`config.mk`:
```
export PLATFORM = sky130hd
export DESIGN_NAME = clk_rate_ctrl
export DESIGN_NICKNAME = d
export VERILOG_FILES = /design/src/rtl/clk_rate_pkg.sv /design/src/rtl/clk_rate_div.sv /design/src/rtl/clk_rate_ctrl.sv
export SDC_FILE = /design/constraint.sdc
export NUM_CORES = 1
export LEC_CHECK = 0
export ABC_AREA = 1
export CAP_MARGIN = 5
export CORE_MARGIN = 2
export CORE_UTILIZATION = 59
export CTS_BUF_LIST = sky130_fd_sc_hd__clkbuf_4 sky130_fd_sc_hd__clkbuf_8 sky130_fd_sc_hd__clkbuf_16
export DETAILED_ROUTE_END_ITERATION = 7
export GPL_TIMING_DRIVEN = 0
export PLACE_DENSITY = 0.89
export SLEW_MARGIN = 15
export SYNTH_ARGS = -nofsm -noshare
export SYNTH_HDL_FRONTEND = slang
export SYNTH_SLANG_ARGS = --single-unit
```
`constraint.sdc`:
```
create_clock -name clk -period 2.9 [get_ports clk]
set_input_delay 0.58 -clock clk [delete_from_list [all_inputs] [get_ports clk]]
set_output_delay 0.58 -clock clk [all_outputs]
set_load 0.05 [all_outputs]
```
`src/rtl/clk_rate_pkg.sv`:
```
`default_nettype none
// ============================================================================
//  Module      : clk_rate_pkg
//  Description : Shared types and the saturating step helper for the
//                run-time clock-rate controller.
//  Revision    : 1.0 - initial release
// ============================================================================
package clk_rate_pkg;

    // Arithmetic width for step/clamp math; one bit wider than the widest
    // supported period so up-steps can never wrap before saturation.
    localparam int unsigned c_CALC_W = 65;

    typedef enum logic [1:0] {
        IDLE   = 2'd0,
        HOLD   = 2'd1,
        REPEAT = 2'd2
    } state_t;

    typedef enum logic {
        DIR_UP = 1'b0,
        DIR_DN = 1'b1
    } dir_t;

    // Move value by step in the given direction, then clamp to [min_v, max_v].
    // With step=0 this is a plain clamp, which is how the load path uses it.
    function automatic logic [c_CALC_W-1:0] sat_step(
        input logic [c_CALC_W-1:0] value,
        input dir_t                dir,
        input logic [c_CALC_W-1:0] step,
        input logic [c_CALC_W-1:0] min_v,
        input logic [c_CALC_W-1:0] max_v
    );
        logic [c_CALC_W-1:0] w_res;
        if (dir == DIR_UP) begin
            w_res = value + step;
        end else if (value >= step) begin
            w_res = value - step;
        end else begin
            w_res = '0;
        end
        if (w_res < min_v) begin
            w_res = min_v;
        end
        if (w_res > max_v) begin
            w_res = max_v;
        end
        return w_res;
    endfunction

endpackage
`default_nettype wire

```
`src/rtl/clk_rate_div.sv`:
```
`default_nettype none
// ============================================================================
//  Module      : clk_rate_div
//  Description : Variable-period divider. The period is shadowed from target
//                only at a wrap so every half-phase runs at the length it
//                started with.
//  Revision    : 1.0 - initial release
// ============================================================================
module clk_rate_div #(
    parameter int unsigned WIDTH       = 32,
    parameter int unsigned INIT_PERIOD = 4
) (
    input  logic             clk,
    input  logic             rst_n,
    input  logic [WIDTH-1:0] target,
    output logic [WIDTH-1:0] period,
    output logic             clkout,
    output logic             tick
);

    logic [WIDTH-1:0] r_count;
    logic [WIDTH-1:0] r_period;
    logic             r_clkout;
    logic             r_tick;

    // Down-counter: at zero reload from target, latch it as the active period and toggle.
    always_ff @(posedge clk or negedge rst_n) begin
        if (!rst_n) begin
            r_count  <= '0;
            r_period <= WIDTH'(INIT_PERIOD);
            r_clkout <= 1'b0;
            r_tick   <= 1'b0;
        end else if (r_count == '0) begin
            r_count  <= target - WIDTH'(1);
            r_period <= target;
            r_clkout <= ~r_clkout;
            r_tick   <= 1'b1;
        end else begin
            r_count  <= r_count - WIDTH'(1);
            r_tick   <= 1'b0;
        end
    end

    assign period = r_period;
    assign clkout = r_clkout;
    assign tick   = r_tick;

endmodule
`default_nettype wire

```
`src/rtl/clk_rate_ctrl.sv`:
```
`default_nettype none
// ============================================================================
//  Module      : clk_rate_ctrl
//  Description : Button/load driven period controller with hold-to-repeat,
//                feeding a glitch-free variable-period divider.
//  Revision    : 1.0 - initial release
// ============================================================================
module clk_rate_ctrl
    import clk_rate_pkg::*;
#(
    parameter int unsigned WIDTH         = 32,
    parameter int unsigned INIT_PERIOD   = 4,
    parameter int unsigned MIN_PERIOD    = 2,
    parameter int unsigned MAX_PERIOD    = 8,
    parameter int unsigned STEP          = 1,
    parameter int unsigned HOLD_CYCLES   = 10,
    parameter int unsigned REPEAT_CYCLES = 4
) (
    input  logic             clk,
    input  logic             rst_n,
    input  logic             btn_up,
    input  logic             btn_dn,
    input  logic             load,
    input  logic [WIDTH-1:0] load_value,
    output logic [WIDTH-1:0] period,
    output logic             pending,
    output logic             clkout,
    output logic             tick
);

    localparam int unsigned c_TMR_MAX = (HOLD_CYCLES > REPEAT_CYCLES) ? HOLD_CYCLES : REPEAT_CYCLES;
    localparam int unsigned c_TMR_W   = $clog2(c_TMR_MAX);
    localparam logic [c_TMR_W-1:0]  c_HOLD_LD = c_TMR_W'(HOLD_CYCLES - 1);
    localparam logic [c_TMR_W-1:0]  c_REP_LD  = c_TMR_W'(REPEAT_CYCLES - 1);
    localparam logic [c_CALC_W-1:0] c_STEP    = c_CALC_W'(STEP);
    localparam logic [c_CALC_W-1:0] c_MIN     = c_CALC_W'(MIN_PERIOD);
    localparam logic [c_CALC_W-1:0] c_MAX     = c_CALC_W'(MAX_PERIOD);

    state_t             r_state, w_state_nxt;
    dir_t               r_dir, w_dir_nxt, w_step_dir;
    logic [c_TMR_W-1:0] r_timer, w_timer_nxt;
    logic               r_up_d, r_dn_d;
    logic [WIDTH-1:0]   r_target;
    logic               w_step;

    // A request is valid only when exactly one button is pressed.
    logic w_up_req, w_dn_req, w_up_rise, w_dn_rise, w_req_held;
    assign w_up_req   = btn_up & ~btn_dn;
    assign w_dn_req   = btn_dn & ~btn_up;
    assign w_up_rise  = w_up_req & ~r_up_d;
    assign w_dn_rise  = w_dn_req & ~r_dn_d;
    assign w_req_held = (r_dir == DIR_UP) ? w_up_req : w_dn_req;

    logic [WIDTH-1:0] w_step_val, w_load_val;
    assign w_step_val = WIDTH'(sat_step(c_CALC_W'(r_target), w_step_dir, c_STEP, c_MIN, c_MAX));
    assign w_load_val = WIDTH'(sat_step(c_CALC_W'(load_value), DIR_UP, '0, c_MIN, c_MAX));

    // Press/hold/repeat sequencing: decides when a step happens and in which direction.
    always_comb begin
        w_state_nxt = r_state;
        w_dir_nxt   = r_dir;
        w_timer_nxt = r_timer;
        w_step      = 1'b0;
        w_step_dir  = r_dir;
        case (r_state)
            IDLE: begin
                if (w_up_rise) begin
                    w_step      = 1'b1;
                    w_step_dir  = DIR_UP;
                    w_dir_nxt   = DIR_UP;
                    w_timer_nxt = c_HOLD_LD;
                    w_state_nxt = HOLD;
                end else if (w_dn_rise) begin
                    w_step      = 1'b1;
                    w_step_dir  = DIR_DN;
                    w_dir_nxt   = DIR_DN;
                    w_timer_nxt = c_HOLD_LD;
                    w_state_nxt = HOLD;
                end
            end
            HOLD, REPEAT: begin
                if (!w_req_held) begin
                    w_state_nxt = IDLE;
                end else if (r_timer == '0) begin
                    w_step      = 1'b1;
                    w_timer_nxt = c_REP_LD;
                    w_state_nxt = REPEAT;
                end else begin
                    w_timer_nxt = r_timer - c_TMR_W'(1);
                end
            end
            default: begin
                w_state_nxt = IDLE;
            end
        endcase
    end

    // FSM, timer and request-history registers.
    always_ff @(posedge clk or negedge rst_n) begin
        if (!rst_n) begin
            r_state <= IDLE;
            r_dir   <= DIR_UP;
            r_timer <= '0;
            r_up_d  <= 1'b0;
            r_dn_d  <= 1'b0;
        end else begin
            r_state <= w_state_nxt;
            r_dir   <= w_dir_nxt;
            r_timer <= w_timer_nxt;
            r_up_d  <= w_up_req;
            r_dn_d  <= w_dn_req;
        end
    end

    // Target register: a load wins over a step in the same cycle, and that step is dropped.
    always_ff @(posedge clk or negedge rst_n) begin
        if (!rst_n) begin
            r_target <= WIDTH'(INIT_PERIOD);
        end else if (load) begin
            r_target <= w_load_val;
        end else if (w_step) begin
            r_target <= w_step_val;
        end
    end

    clk_rate_div #(
        .WIDTH       (WIDTH),
        .INIT_PERIOD (INIT_PERIOD)
    ) u_div (
        .clk    (clk),
        .rst_n  (rst_n),
        .target (r_target),
        .period (period),
        .clkout (clkout),
        .tick   (tick)
    );

    assign pending = (r_target != period);

endmodule
`default_nettype wire

```
==> summary.txt <==
Final setup vio count: 0
Adder-Cell Fraction of Synth Area: 1.41%
Crit path buf inv count: 3
Die X: 120 µm
Share of post-route cells with drive strength above 1: 12.0%
Multiplexer share of the synthesized area: 0.126%
Area share of and/or/nand/nor cells after synthesis: 41.8%
Fin crit share: 97.2%
Post-DP HPWL: 20.9 mm
Htree depth: 3
Cells after DPL: 1453
Via density: 5.69
R2r endpoint: r_target[1]
CP max FO: 6
Clock sinks: 107
GR Util met1: 51.9%
Drt total wl: 26.5 mm
Syn Nets: 1251
Post-synth ARST share: 100%
Row count: 42
Post-Syn Instances: 1205
Hold_ws: 109 ps
Top-count cell post-synth: nand2_1
Avg Synthesized Cell Area: 6.60 µm²
HP Class: in -> async
Met3 Track Usage GR: 5.28%
CP required: 3200 ps
Starting Density: 60.3%
Drt first-iter violations: 776
Power Dens Cells: 602 nW/µm²
Area of the core: 13200 µm²
Port buffer count: 71
Max stage delay on crit path: 450 ps
Grt met2 use: 60.6%
Unrepaired setup endpoints after global routing: yes
XOR/XNOR Fraction of Synth Area: 6.38%
Total Power: 0.00577 W
Worst Tran Pin Value: 626 ps
Fin crit period: 2820 ps
TritonCTS buffer count: 9
Slew HR: 58.3%
GP Congestion: 1.01
Fmax: 355 MHz
Worst-Skew Late Latency: 370 ps
CTS tree: done
Unique masters post-synth: 44
Most frequent cells after synthesis: 352 x nand2_1, 214 x nor2_1, 113 x inv_1
Avg WL per Cell: 17.8 µm
Worst Setup Start Kind: input port
Vias in the first global route: 8018
VDD IR-drop max: 466 µV
Crit path top cell by count: nor2_1
Critical path class: in -> reg
Slowest-stage cell, CP: clkdlybuf4s50_1
Non-Filler Instances: 1485
Final Hold Violating Endpoints: 0
Die ar.: 14400 µm²
Global route overflow: 0
Max_cap viols: 0
YS warnings: 0
Synthesized flop and latch total: 107
Seq/Total Area, Yosys: 33.7%
Clock Path Buffers: 2
NumNets Final: 1350
DRT Pass-1 Iters: 8
Total track usage: 37.8%
DRT antenna net count: 0
Synth top area cells: dfrtp_1 33%, nand2_1 17%, nor2_1 10%
Post-synth top area share: 33.0%
Post-synth EDFFs: 0
Fin util: 72.7%
Largest net degree at the start of global routing: 71
Boundary pin count: 72
Pleak: 4.44 nW
Worst path arrival time: 3110 ps
Largest family of logic cells by synthesized area: simple AND/OR/NAND/NOR gates
Drt drc: 0
Layout Skew: 8.62 ps
Initial antenna violation count: 0
Area added between synthesis and finish: 20.5%
Chip height: 120 µm
Area leader, netlist: dfrtp_1
Filler cell count: 1085
Fin. max-slew vios: 0
Post-synth top flop: dfrtp_1
Synth Area in Compound Gates: 8.35%
Crit Reg-Reg Startpoint: r_target[0]
First-pass GRT wire length: 41.8 mm
Hold Buf Count CTS: 0
Crit. End Element: register
Post-Syn Area: 7960 µm²
Cell Chain, Critical Path: clkdlybuf4s50_1, inv_1, nand2_1, nor2_1, nand2_2, a21oi_4, buf_4, nand3_1, nand3_1, nand3_1, nor2_1, nand2_1, nor2_1, nand3_2, nand2_1, nand2_1, nor2_2, nor2_1, nor2_1
Delay-heaviest family, CP: simple AND/OR/NAND/NOR gates
Clk root buf: clkbuf_16
Reg2reg setup slack: 110 ps
R2R cell count: 19
Worst-path clk slew: 70 ps
Status: complete, no violations
# diodes: 0
Via count: 8454
Gr busiest metal: met2
[report_power, final]
group / internal [W] / switching (W) / leakage (nW)
clock network: 0.000625 / 0.000610 / 0.143
logic: 0.000988 / 0.00170 / 2.99
registers: 0.00167 / 0.000181 / 1.31
total: 0.00328 / 0.00249 / 4.44
[cells in the final DEF, fill, tap and decap left out, types with 3 or more instances in the layout]
cell type / netlist / routed
nor2_2: 13 / 26
nand3b_1: 5 / 5
xor2_1: 25 / 25
buf_4: 6 / 21
nand2_4: 3 / 4
nor4_1: 14 / 13
o2111ai_1: 5 / 5
nand4_1: 25 / 25
nand2_2: 6 / 13
dfrtp_1: 105 / 102
o21ai_0: 74 / 73
buf_2: 10 / 9
or2_2: 9 / 9
clkbuf_16: 0 / 10
nor2_4: 7 / 14
clkdlybuf4s50_1: 0 / 69
nor2_1: 214 / 194
o21ai_1: 3 / 4
nor3_1: 11 / 11
nand3_1: 83 / 79
a21oi_1: 12 / 12
ha_1: 9 / 8
dfrtp_2: 0 / 3
inv_1: 113 / 110
clkinv_4: 0 / 4
clkbuf_1: 21 / 14
nand2_1: 352 / 344
buf_6: 5 / 12
nand3_2: 8 / 11
xnor2_1: 33 / 33
a31oi_1: 10 / 10
[per-stage QoR]
stage / setup slack [ps] / instance area (µm²) / TNS (ps)
final: 82.6 / 9590 / 0
after global routing: -84.2 / 9590 / -133
after CTS: -31.0 / 9250 / -31.0
after detailed placement: -676 / 8920 / -2670
after global placement: -2700 / 8890 / -286640
after floorplan: 445 / 7960 / 0
[final cells by class]
class | instances | area [µm²] | share of cell area, %
Multi-Input combinational cell | 942 | 4780 | 49.9
Sequential cell | 107 | 2680 | 28.0
Timing Repair Buffer | 91 | 901 | 9.40
Inverter | 114 | 438 | 4.57
Buffer | 39 | 264 | 2.75
Clock buffer | 10 | 239 | 2.49
Tap cell | 176 | 220 | 2.30
Clock inverter | 6 | 56.3 | 0.587
[worst max path at each step]
| stage | startpoint | end | slack [ps] | cells after the start |
|---|---|---|---|---|
| after floorplan | r_target[0] | r_target[1] | 440 | 19 |
| after global placement | rst_n | u_div.period[30] | -2700 | 1 |
| after detailed placement | btn_dn | r_target[1] | -680 | 19 |
| after CTS | btn_up | r_target[1] | -30 | 19 |
| after global routing | btn_up | r_target[1] | -80 | 19 |
| final | btn_up | r_target[1] | 80 | 19 |
[cells by family (layout without fill, tap and decap cells)]
logic type,Yosys count,after routing
flip-flops,107,107
AND/OR/NAND/NOR,757,757
adder cells (fa/ha/maj),9,9
buffers and inverters,156,260
AO/OA/AOI/OAI,117,117
XOR/XNOR,58,58
multiplexers,1,1
[flip-flops by register name (all words and copies together) (netlist names)]
register and cells:
r_dir 1, u_div.period 32, r_target 32, u_div.r_count 32, u_div.tick 1, r_dn_d 1, r_timer 4, u_div.clkout 1
r_up_d 1, r_state 2
[repair_timing]
item	CTS	global route
cloned	0	1
resized for setup	17	64
pin swaps	1	10
setup endpoints to repair	13	18
setup buffers	0	18
[routing by layer]
metal	routed length, µm	vias up
li1	-	4048
met1	11100	3892
met2	12000	447
met3	2380	67
met4	971	0
met5	0	-
Note: power is estimated with default switching activity, not from simulation.
